<file path="config.mk">
export PLATFORM = sky130hd
export DESIGN_NAME = alu_seq_flat
export DESIGN_NICKNAME = d
export VERILOG_FILES = /design/src/rtl/alu_seq_if.sv /design/src/rtl/alu_seq.sv /design/src/flat_wrapper.sv
export SDC_FILE = /design/constraint.sdc
export NUM_CORES = 1
export LEC_CHECK = 0
export BUFFER_PORTS_ARGS = -buffer_cell sky130_fd_sc_hd__buf_2
export CORE_ASPECT_RATIO = 0.9
export CORE_MARGIN = 8
export CORE_UTILIZATION = 50
export DETAILED_ROUTE_END_ITERATION = 6
export PLACE_DENSITY_LB_ADDON = 0.05
export SYNTH_ARGS = -nofsm -noshare
export SYNTH_HDL_FRONTEND = slang
export SYNTH_SLANG_ARGS = --single-unit
</file>
<file path="constraint.sdc">
create_clock -name Clock -period 6.66 [get_ports Clock]
set_clock_uncertainty 0.2 [all_clocks]
set_input_delay 1.332 -clock Clock [delete_from_list [all_inputs] [get_ports Clock]]
set_output_delay 1.332 -clock Clock [all_outputs]
set_load 0.005 [all_outputs]
</file>
<file path="src/rtl/alu_seq_if.sv">
// Control-unit handshake and operand/result bus for the sequential ALU.
interface alu_seq_if #(
    parameter int unsigned WIDTH = 16
) ();

    logic             Start;
    logic             Abort;
    logic [4:0]       OpCode;
    logic [WIDTH-1:0] Op1;
    logic [WIDTH-1:0] Op2;
    logic             CarryIn;
    logic             Ready;
    logic             Done;
    logic [WIDTH-1:0] Result;
    logic [3:0]       Flags;

    modport master (
        output Start,
        output Abort,
        output OpCode,
        output Op1,
        output Op2,
        output CarryIn,
        input  Ready,
        input  Done,
        input  Result,
        input  Flags
    );

    modport slave (
        input  Start,
        input  Abort,
        input  OpCode,
        input  Op1,
        input  Op2,
        input  CarryIn,
        output Ready,
        output Done,
        output Result,
        output Flags
    );

endinterface

</file>
<file path="src/rtl/alu_seq.sv">
// Registered multi-cycle ALU: one-clock arithmetic/logic, bit-serial shifts,
// shift-add unsigned multiply, with Start/Ready/Done handshake and Abort.
module alu_seq #(
    parameter int unsigned WIDTH = 16,
    parameter int unsigned SHW   = $clog2(WIDTH)
) (
    input  logic      Clock,
    input  logic      nReset,
    alu_seq_if.slave  bus
);

    localparam int unsigned MSB = WIDTH - 1;
    localparam int unsigned CW  = SHW + 1;

    localparam logic [4:0] OP_PASS = 5'd0;
    localparam logic [4:0] OP_ADD  = 5'd1;
    localparam logic [4:0] OP_SUB  = 5'd2;
    localparam logic [4:0] OP_AND  = 5'd3;
    localparam logic [4:0] OP_OR   = 5'd4;
    localparam logic [4:0] OP_NOT  = 5'd5;
    localparam logic [4:0] OP_LSL  = 5'd6;
    localparam logic [4:0] OP_LSR  = 5'd7;
    localparam logic [4:0] OP_ASR  = 5'd8;
    localparam logic [4:0] OP_MUL  = 5'd9;
    localparam logic [4:0] OP_ADC  = 5'd10;
    localparam logic [4:0] OP_SBC  = 5'd11;

    typedef enum logic [1:0] {
        S_IDLE  = 2'd0,
        S_SHIFT = 2'd1,
        S_MUL   = 2'd2
    } state_t;

    state_t               state_q;
    logic [CW-1:0]        cnt_q;
    logic [4:0]           op_q;
    logic [WIDTH-1:0]     sh_q;
    logic [2*WIDTH-1:0]   mcand_q;
    logic [WIDTH-1:0]     mplier_q;
    logic [2*WIDTH-1:0]   acc_q;
    logic [WIDTH-1:0]     result_q;
    logic [3:0]           flags_q;
    logic                 done_q;

    logic                 sub_c;
    logic                 cin_c;
    logic [WIDTH-1:0]     opb_c;
    logic [WIDTH:0]       sum_c;
    logic [WIDTH-1:0]     res_c;
    logic                 carry_c;
    logic                 ovf_c;
    logic [3:0]           flags_c;
    logic                 is_shift_c;
    logic [SHW-1:0]       shamt_c;
    logic [WIDTH-1:0]     sh_next_c;
    logic                 sh_out_c;
    logic [2*WIDTH-1:0]   acc_next_c;

    assign bus.Ready  = (state_q == S_IDLE);
    assign bus.Done   = done_q;
    assign bus.Result = result_q;
    assign bus.Flags  = flags_q;

    assign shamt_c    = bus.Op2[SHW-1:0];
    assign is_shift_c = (bus.OpCode == OP_LSL) || (bus.OpCode == OP_LSR) ||
                        (bus.OpCode == OP_ASR);

    // Single-cycle result; subtraction is A + ~B + carry so C comes out as NOT borrow.
    always_comb begin
        sub_c   = (bus.OpCode == OP_SUB) || (bus.OpCode == OP_SBC);
        opb_c   = sub_c ? ~bus.Op2 : bus.Op2;
        cin_c   = 1'b0;
        if (bus.OpCode == OP_SUB) begin
            cin_c = 1'b1;
        end else if ((bus.OpCode == OP_ADC) || (bus.OpCode == OP_SBC)) begin
            cin_c = bus.CarryIn;
        end
        sum_c   = {1'b0, bus.Op1} + {1'b0, opb_c} + (WIDTH+1)'(cin_c);
        res_c   = bus.Op1;
        carry_c = 1'b0;
        ovf_c   = 1'b0;
        case (bus.OpCode)
            OP_PASS: res_c = bus.Op1;
            OP_ADD, OP_SUB, OP_ADC, OP_SBC: begin
                res_c   = sum_c[WIDTH-1:0];
                carry_c = sum_c[WIDTH];
                ovf_c   = (bus.Op1[MSB] == opb_c[MSB]) && (sum_c[MSB] != bus.Op1[MSB]);
            end
            OP_AND:  res_c = bus.Op1 & bus.Op2;
            OP_OR:   res_c = bus.Op1 | bus.Op2;
            OP_NOT:  res_c = ~bus.Op1;
            default: res_c = bus.Op1;
        endcase
        flags_c = {res_c[MSB], (res_c == '0), carry_c, ovf_c};
    end

    // One-bit shift step on the latched operand.
    always_comb begin
        case (op_q)
            OP_LSL: begin
                sh_next_c = {sh_q[WIDTH-2:0], 1'b0};
                sh_out_c  = sh_q[MSB];
            end
            OP_LSR: begin
                sh_next_c = {1'b0, sh_q[WIDTH-1:1]};
                sh_out_c  = sh_q[0];
            end
            default: begin
                sh_next_c = {sh_q[MSB], sh_q[WIDTH-1:1]};
                sh_out_c  = sh_q[0];
            end
        endcase
    end

    assign acc_next_c = mplier_q[0] ? (acc_q + mcand_q) : acc_q;

    always_ff @(posedge Clock or negedge nReset) begin
        if (!nReset) begin
            state_q  <= S_IDLE;
            cnt_q    <= '0;
            op_q     <= '0;
            sh_q     <= '0;
            mcand_q  <= '0;
            mplier_q <= '0;
            acc_q    <= '0;
            result_q <= '0;
            flags_q  <= 4'b0100;
            done_q   <= 1'b0;
        end else begin
            done_q <= 1'b0;
            case (state_q)
                S_IDLE: begin
                    // Abort in the same cycle suppresses the launch.
                    if (bus.Start && !bus.Abort) begin
                        if (is_shift_c && (shamt_c != '0)) begin
                            op_q    <= bus.OpCode;
                            sh_q    <= bus.Op1;
                            cnt_q   <= CW'(shamt_c);
                            state_q <= S_SHIFT;
                        end else if (bus.OpCode == OP_MUL) begin
                            acc_q    <= '0;
                            mcand_q  <= {{WIDTH{1'b0}}, bus.Op1};
                            mplier_q <= bus.Op2;
                            cnt_q    <= CW'(WIDTH);
                            state_q  <= S_MUL;
                        end else begin
                            result_q <= res_c;
                            flags_q  <= flags_c;
                            done_q   <= 1'b1;
                        end
                    end
                end
                S_SHIFT: begin
                    if (bus.Abort) begin
                        state_q <= S_IDLE;
                    end else begin
                        sh_q  <= sh_next_c;
                        cnt_q <= cnt_q - CW'(1);
                        if (cnt_q == CW'(1)) begin
                            result_q <= sh_next_c;
                            flags_q  <= {sh_next_c[MSB], (sh_next_c == '0), sh_out_c, 1'b0};
                            done_q   <= 1'b1;
                            state_q  <= S_IDLE;
                        end
                    end
                end
                S_MUL: begin
                    if (bus.Abort) begin
                        state_q <= S_IDLE;
                    end else begin
                        acc_q    <= acc_next_c;
                        mcand_q  <= {mcand_q[2*WIDTH-2:0], 1'b0};
                        mplier_q <= {1'b0, mplier_q[WIDTH-1:1]};
                        cnt_q    <= cnt_q - CW'(1);
                        if (cnt_q == CW'(1)) begin
                            result_q <= acc_next_c[WIDTH-1:0];
                            flags_q  <= {acc_next_c[MSB], (acc_next_c[WIDTH-1:0] == '0),
                                         (acc_next_c[2*WIDTH-1:WIDTH] != '0), 1'b0};
                            done_q   <= 1'b1;
                            state_q  <= S_IDLE;
                        end
                    end
                end
                default: state_q <= S_IDLE;
            endcase
        end
    end

endmodule

</file>
<file path="src/flat_wrapper.sv">
// flat-port wrapper written by rule: the top's interface ports become plain ports
module alu_seq_flat 
#(
    parameter int unsigned WIDTH = 16,
    parameter int unsigned SHW   = $clog2(WIDTH)
)
  (Clock, nReset, bus_Start, bus_Abort, bus_OpCode, bus_Op1, bus_Op2, bus_CarryIn, bus_Ready, bus_Done, bus_Result, bus_Flags);
  alu_seq_if #(.WIDTH(WIDTH)) bus_i ();
  input  logic Clock;
  input  logic nReset;
  input wire logic [$bits(bus_i.Start)-1:0] bus_Start;
  input wire logic [$bits(bus_i.Abort)-1:0] bus_Abort;
  input wire logic [$bits(bus_i.OpCode)-1:0] bus_OpCode;
  input wire logic [$bits(bus_i.Op1)-1:0] bus_Op1;
  input wire logic [$bits(bus_i.Op2)-1:0] bus_Op2;
  input wire logic [$bits(bus_i.CarryIn)-1:0] bus_CarryIn;
  output wire logic [$bits(bus_i.Ready)-1:0] bus_Ready;
  output wire logic [$bits(bus_i.Done)-1:0] bus_Done;
  output wire logic [$bits(bus_i.Result)-1:0] bus_Result;
  output wire logic [$bits(bus_i.Flags)-1:0] bus_Flags;
  assign bus_i.Start = bus_Start;
  assign bus_i.Abort = bus_Abort;
  assign bus_i.OpCode = bus_OpCode;
  assign bus_i.Op1 = bus_Op1;
  assign bus_i.Op2 = bus_Op2;
  assign bus_i.CarryIn = bus_CarryIn;
  assign bus_Ready = bus_i.Ready;
  assign bus_Done = bus_i.Done;
  assign bus_Result = bus_i.Result;
  assign bus_Flags = bus_i.Flags;
  alu_seq #(.WIDTH(WIDTH), .SHW(SHW)) u_core (.Clock(Clock), .nReset(nReset), .bus(bus_i));
endmodule
</file>
==> impl_metrics.xml <==
<?xml version="1.0" encoding="UTF-8"?>
<metrics>
  <group name="outcome">
    <metric name="status" unit="">finished clean</metric>
  </group>
  <group name="global_route">
    <metric name="first_global_vias" unit="">8847</metric>
    <metric name="grt_usage" unit="%">25.8</metric>
    <metric name="antenna_found_initial" unit="">0</metric>
    <metric name="global_route_wire_length_before_repair" unit="µm">50800</metric>
    <metric name="grt-ovfl-total" unit="">0</metric>
    <metric name="grt_start_max_net_pins" unit="">83</metric>
    <metric name="grt.busiest_layer" unit="">met1</metric>
    <metric name="groute.layer.met2.usage" unit="%">36.7</metric>
    <metric name="met3_usage" unit="%">6.98</metric>
    <metric name="groute.layer.met1.usage" unit="%">37.6</metric>
  </group>
  <group name="timing">
    <metric name="finalSetupViolCount" unit="">0</metric>
    <metric name="final_critical_path_setup_slack" unit="ns">1.44</metric>
    <metric name="fmaxAchievable" unit="GHz">0.192</metric>
    <metric name="max_slew_headroom_at_the_worst_pin" unit="%">16.1</metric>
    <metric name="rsz_0062_raised_after_global_routing" unit="">false</metric>
    <metric name="setup_total_negative_slack" unit="ns">0</metric>
    <metric name="finalCritPeriodShare" unit="%">78.3</metric>
    <metric name="worst-slew-pin-transition" unit="ns">1.24</metric>
    <metric name="report.final.slew_viol_count" unit="">0</metric>
    <metric name="timing.final.hold_violations" unit="">0</metric>
    <metric name="final.hold.worst_slack" unit="ns">0.274</metric>
    <metric name="timing.final.crit_period" unit="ns">5.22</metric>
  </group>
  <group name="setup_path">
    <metric name="critical_path_arrival" unit="ns">5.37</metric>
    <metric name="cp.required" unit="ns">6.81</metric>
    <metric name="worst-path-max-fanout" unit="">16</metric>
    <metric name="critical_path.endpoint_type" unit="">flip-flop</metric>
    <metric name="worst-setup-path-type" unit="">in -&gt; reg</metric>
    <metric name="critical_path_buf_inv_count" unit="">2</metric>
    <metric name="critical_path.top_delay_family" unit="">simple AND/OR/NAND/NOR gates</metric>
    <metric name="timing.critical_path.slowest_cell_delay" unit="ns">0.64</metric>
    <metric name="critical_path.slowest_cell" unit="">sky130_fd_sc_hd__a2111oi_0</metric>
    <metric name="worstPathCellList" unit="">buf_2, nor3b_1, nand3_1, buf_4, xnor2_1, fa_1, fa_1, a21o_1, a211oi_1, nor4b_1, a2111oi_0, and4b_1, nand4_1, nor4_1, nand3_1, a41oi_2</metric>
    <metric name="worstSetupStartpointType" unit="">primary input</metric>
  </group>
  <group name="cts">
    <metric name="cts_setup_buffers" unit="">0</metric>
    <metric name="cts.path.max_buffers" unit="">2</metric>
    <metric name="htree_levels" unit="">4</metric>
    <metric name="worstSkewPairLatency" unit="ns">0.43</metric>
    <metric name="cts.hold.buffers_added" unit="">0</metric>
    <metric name="cts.repair.resized" unit="">0</metric>
    <metric name="clkSinkCount" unit="">128</metric>
    <metric name="clk_pin_slew_worst_paths" unit="ns">0.06</metric>
    <metric name="cts_tree" unit="">built</metric>
    <metric name="root_buffer" unit="">sky130_fd_sc_hd__clkbuf_16</metric>
    <metric name="numCtsBuffers" unit="">17</metric>
  </group>
  <group name="synth">
    <metric name="post_synth_instance_area" unit="µm²">10100</metric>
    <metric name="ys_dominant_reg_cell" unit="">sky130_fd_sc_hd__dfrtp_1</metric>
    <metric name="postSynthNetCount" unit="">1361</metric>
    <metric name="synthArstFlopShare" unit="%">100</metric>
    <metric name="yosys.area.top_type_share" unit="%">31.4</metric>
    <metric name="ys_seq_area_share" unit="%">31.6</metric>
    <metric name="synth.top_cells.by_count" unit="">sky130_fd_sc_hd__nand2_1 (200), sky130_fd_sc_hd__o21ai_0 (136), sky130_fd_sc_hd__dfrtp_1 (127)</metric>
    <metric name="yosys.cell_types.count" unit="">76</metric>
    <metric name="yosys-top-cells-area" unit="">sky130_fd_sc_hd__dfrtp_1 (31%), sky130_fd_sc_hd__nand2_1 (7.4%), sky130_fd_sc_hd__o21ai_0 (6.7%)</metric>
    <metric name="postSynthRegisterBits" unit="">128</metric>
    <metric name="post_synth.cell_area_avg" unit="µm²">8.02</metric>
    <metric name="postSynthCellCount" unit="">1264</metric>
    <metric name="yosysTopAreaCell" unit="">sky130_fd_sc_hd__dfrtp_1</metric>
    <metric name="synth-warning-count" unit="">0</metric>
    <metric name="post-synth-top-count-cell" unit="">sky130_fd_sc_hd__nand2_1</metric>
    <metric name="synth-edff-count" unit="">0</metric>
  </group>
  <group name="job">
    <metric name="max_cap_viol_count" unit="">0</metric>
  </group>
  <group name="finish">
    <metric name="drive_gt1_share" unit="%">9.84</metric>
    <metric name="flow.area_growth_from_synthesis" unit="%">10.7</metric>
    <metric name="num_antenna_cells" unit="">0</metric>
    <metric name="fin_nets" unit="">1375</metric>
  </group>
  <group name="floorplan">
    <metric name="start_util" unit="%">50.9</metric>
    <metric name="fp.dieH" unit="µm">151</metric>
    <metric name="floorplan.die_area" unit="µm²">25100</metric>
    <metric name="placement_rows" unit="">49</metric>
    <metric name="chipWidth" unit="µm">166</metric>
    <metric name="core_region_area" unit="µm²">19900</metric>
    <metric name="io-pin-count" unit="">64</metric>
  </group>
  <group name="detailed_routing">
    <metric name="ant_nets" unit="">0</metric>
    <metric name="detail_routed_via_count_per_cell" unit="">6.19</metric>
    <metric name="wl_per_cell" unit="µm">20.8</metric>
    <metric name="drtPass1Iterations" unit="">5</metric>
    <metric name="drt_wl_total" unit="µm">32100</metric>
    <metric name="drtIter0Drc" unit="">944</metric>
    <metric name="routed-via-count" unit="">9562</metric>
    <metric name="post-route-drc-count" unit="">0</metric>
  </group>
  <group name="placed_design">
    <metric name="finalWeightedCongestion" unit="">0.922</metric>
    <metric name="detailedPlacementHpwl" unit="µm">23700</metric>
    <metric name="port_buffers" unit="">63</metric>
    <metric name="preCtsSetupSlack" unit="ns">1.06</metric>
  </group>
  <group name="power_and_ir_drop">
    <metric name="power.leakage" unit="nW">5.04</metric>
    <metric name="powerDensity" unit="nW/µm²">402</metric>
    <metric name="worst_ir_drop_vdd" unit="µV">232</metric>
    <metric name="total_power" unit="W">0.00450</metric>
  </group>
  <group name="worst_hold_path">
    <metric name="worst_hold_path_type" unit="">reg -&gt; reg</metric>
  </group>
</metrics>
## power breakdown
| part | internal [W] | switching (W) | leakage (nW) | total (W) |
|---|---|---|---|---|
| clock | 0.000640 | 0.000383 | 0.299 | 0.00102 |
| sequential | 0.00105 | 0.000250 | 1.64 | 0.00130 |
| combinational | 0.000811 | 0.00136 | 3.10 | 0.00218 |
| total | 0.00251 | 0.00200 | 5.04 | 0.00450 |
## kinds of logic (layout without fill, tap and decap cells)
group,Yosys count,in the layout,share of synthesized area (%)
AO/OA/AOI/OAI,393,393,24.5
XOR/XNOR,50,50,4.32
adder cells (fa/ha/maj),55,55,7.01
buffers and inverters,111,137,4.17
flip-flops,128,128,31.6
multiplexers,70,70,7.06
AND/OR/NAND/NOR,457,457,21.3
## area by class of cell
| class | instances | area, µm² |
|---|---|---|
| inverters | 32 | 120 |
| repair buffers | 74 | 404 |
| well taps | 255 | 319 |
| clock buffers | 20 | 447 |
| fillers | 1868 | 8710 |
| flip-flops and latches | 128 | 3210 |
| multi-input cells | 1025 | 6540 |
| clock inverters | 11 | 181 |
## tightest hold or removal path: cells and delay by family, from the launching register on
kind | cells | cell delay (ns)
flops | 1 | 0.35
simple gates | 2 | 0.10
## state kept, by name (all words and copies together) (netlist names)
name and count:
u_core.acc_q 32, u_core.mcand_q 32, u_core.bus.Result 16, u_core.mplier_q 16, u_core.sh_q 16, u_core.cnt_q 5, u_core.op_q 5, u_core.bus.Flags 3
u_core.state_q 2, u_core.bus.Done 1
## path summary, 6_finish.rpt
check	from	to	slack, ns	depth (start not counted)
min	u_core.mplier_q[15]$_DFFE_PN0P_	u_core.mplier_q[15]$_DFFE_PN0P_	0.27	2
max	bus_OpCode[1]	u_core.bus.Flags[2]$_DFFE_PN1P_	1.44	16
max in group asynchronous	nReset	u_core.mplier_q[0]$_DFFE_PN0P_	4.37	2
min in group asynchronous	nReset	u_core.cnt_q[1]$_DFFE_PN0P_	0.75	1
max reg2reg	u_core.acc_q[0]$_DFFE_PN0P_	u_core.bus.Flags[1]$_DFFE_PN0P_	2.60	11
min reg2reg	u_core.mplier_q[15]$_DFFE_PN0P_	u_core.mplier_q[15]$_DFFE_PN0P_	0.27	2
## stage by stage
| stage | std cells | util (%) | instance area [µm²] |
|---|---|---|---|
| 6_report | 1545 | 56.3 | 11200 |
| 5_1_grt | 1545 | 56.3 | 11200 |
| 4_1_cts | 1545 | 56.3 | 11200 |
| 3_5_place_dp | 1514 | 53.1 | 10600 |
| 3_3_place_gp | 1514 | 53.1 | 10600 |
| 2_1_floorplan | 1264 | - | 10100 |
## layout by cell type (no fill, tap or decap), types with 20 or more instances in the layout
cell type                  netlist  layout
sky130_fd_sc_hd__dfrtp_1       127     126
sky130_fd_sc_hd__buf_2           2      62
sky130_fd_sc_hd__nand2_1       200     200
sky130_fd_sc_hd__nor2_1         70      70
sky130_fd_sc_hd__a21oi_1        87      86
sky130_fd_sc_hd__xnor2_1        35      35
sky130_fd_sc_hd__nor3_1         23      23
sky130_fd_sc_hd__mux2i_1        61      61
sky130_fd_sc_hd__o21ai_0       136     136
sky130_fd_sc_hd__nand2b_1       21      21
sky130_fd_sc_hd__ha_1           52      51
sky130_fd_sc_hd__a211oi_1       20      20
sky130_fd_sc_hd__inv_1          32      32
sky130_fd_sc_hd__a21o_1         22      21
sky130_fd_sc_hd__nand3_1        40      40
## metal layers
metal / up-vias / part of all wire (%)
met5: - / 0
met4: 0 / 1.8
met3: 47 / 8.6
met2: 356 / 41
met1: 4504 / 48
li1: 4655 / -
No activity file was read; power rests on OpenSTA's default activity.
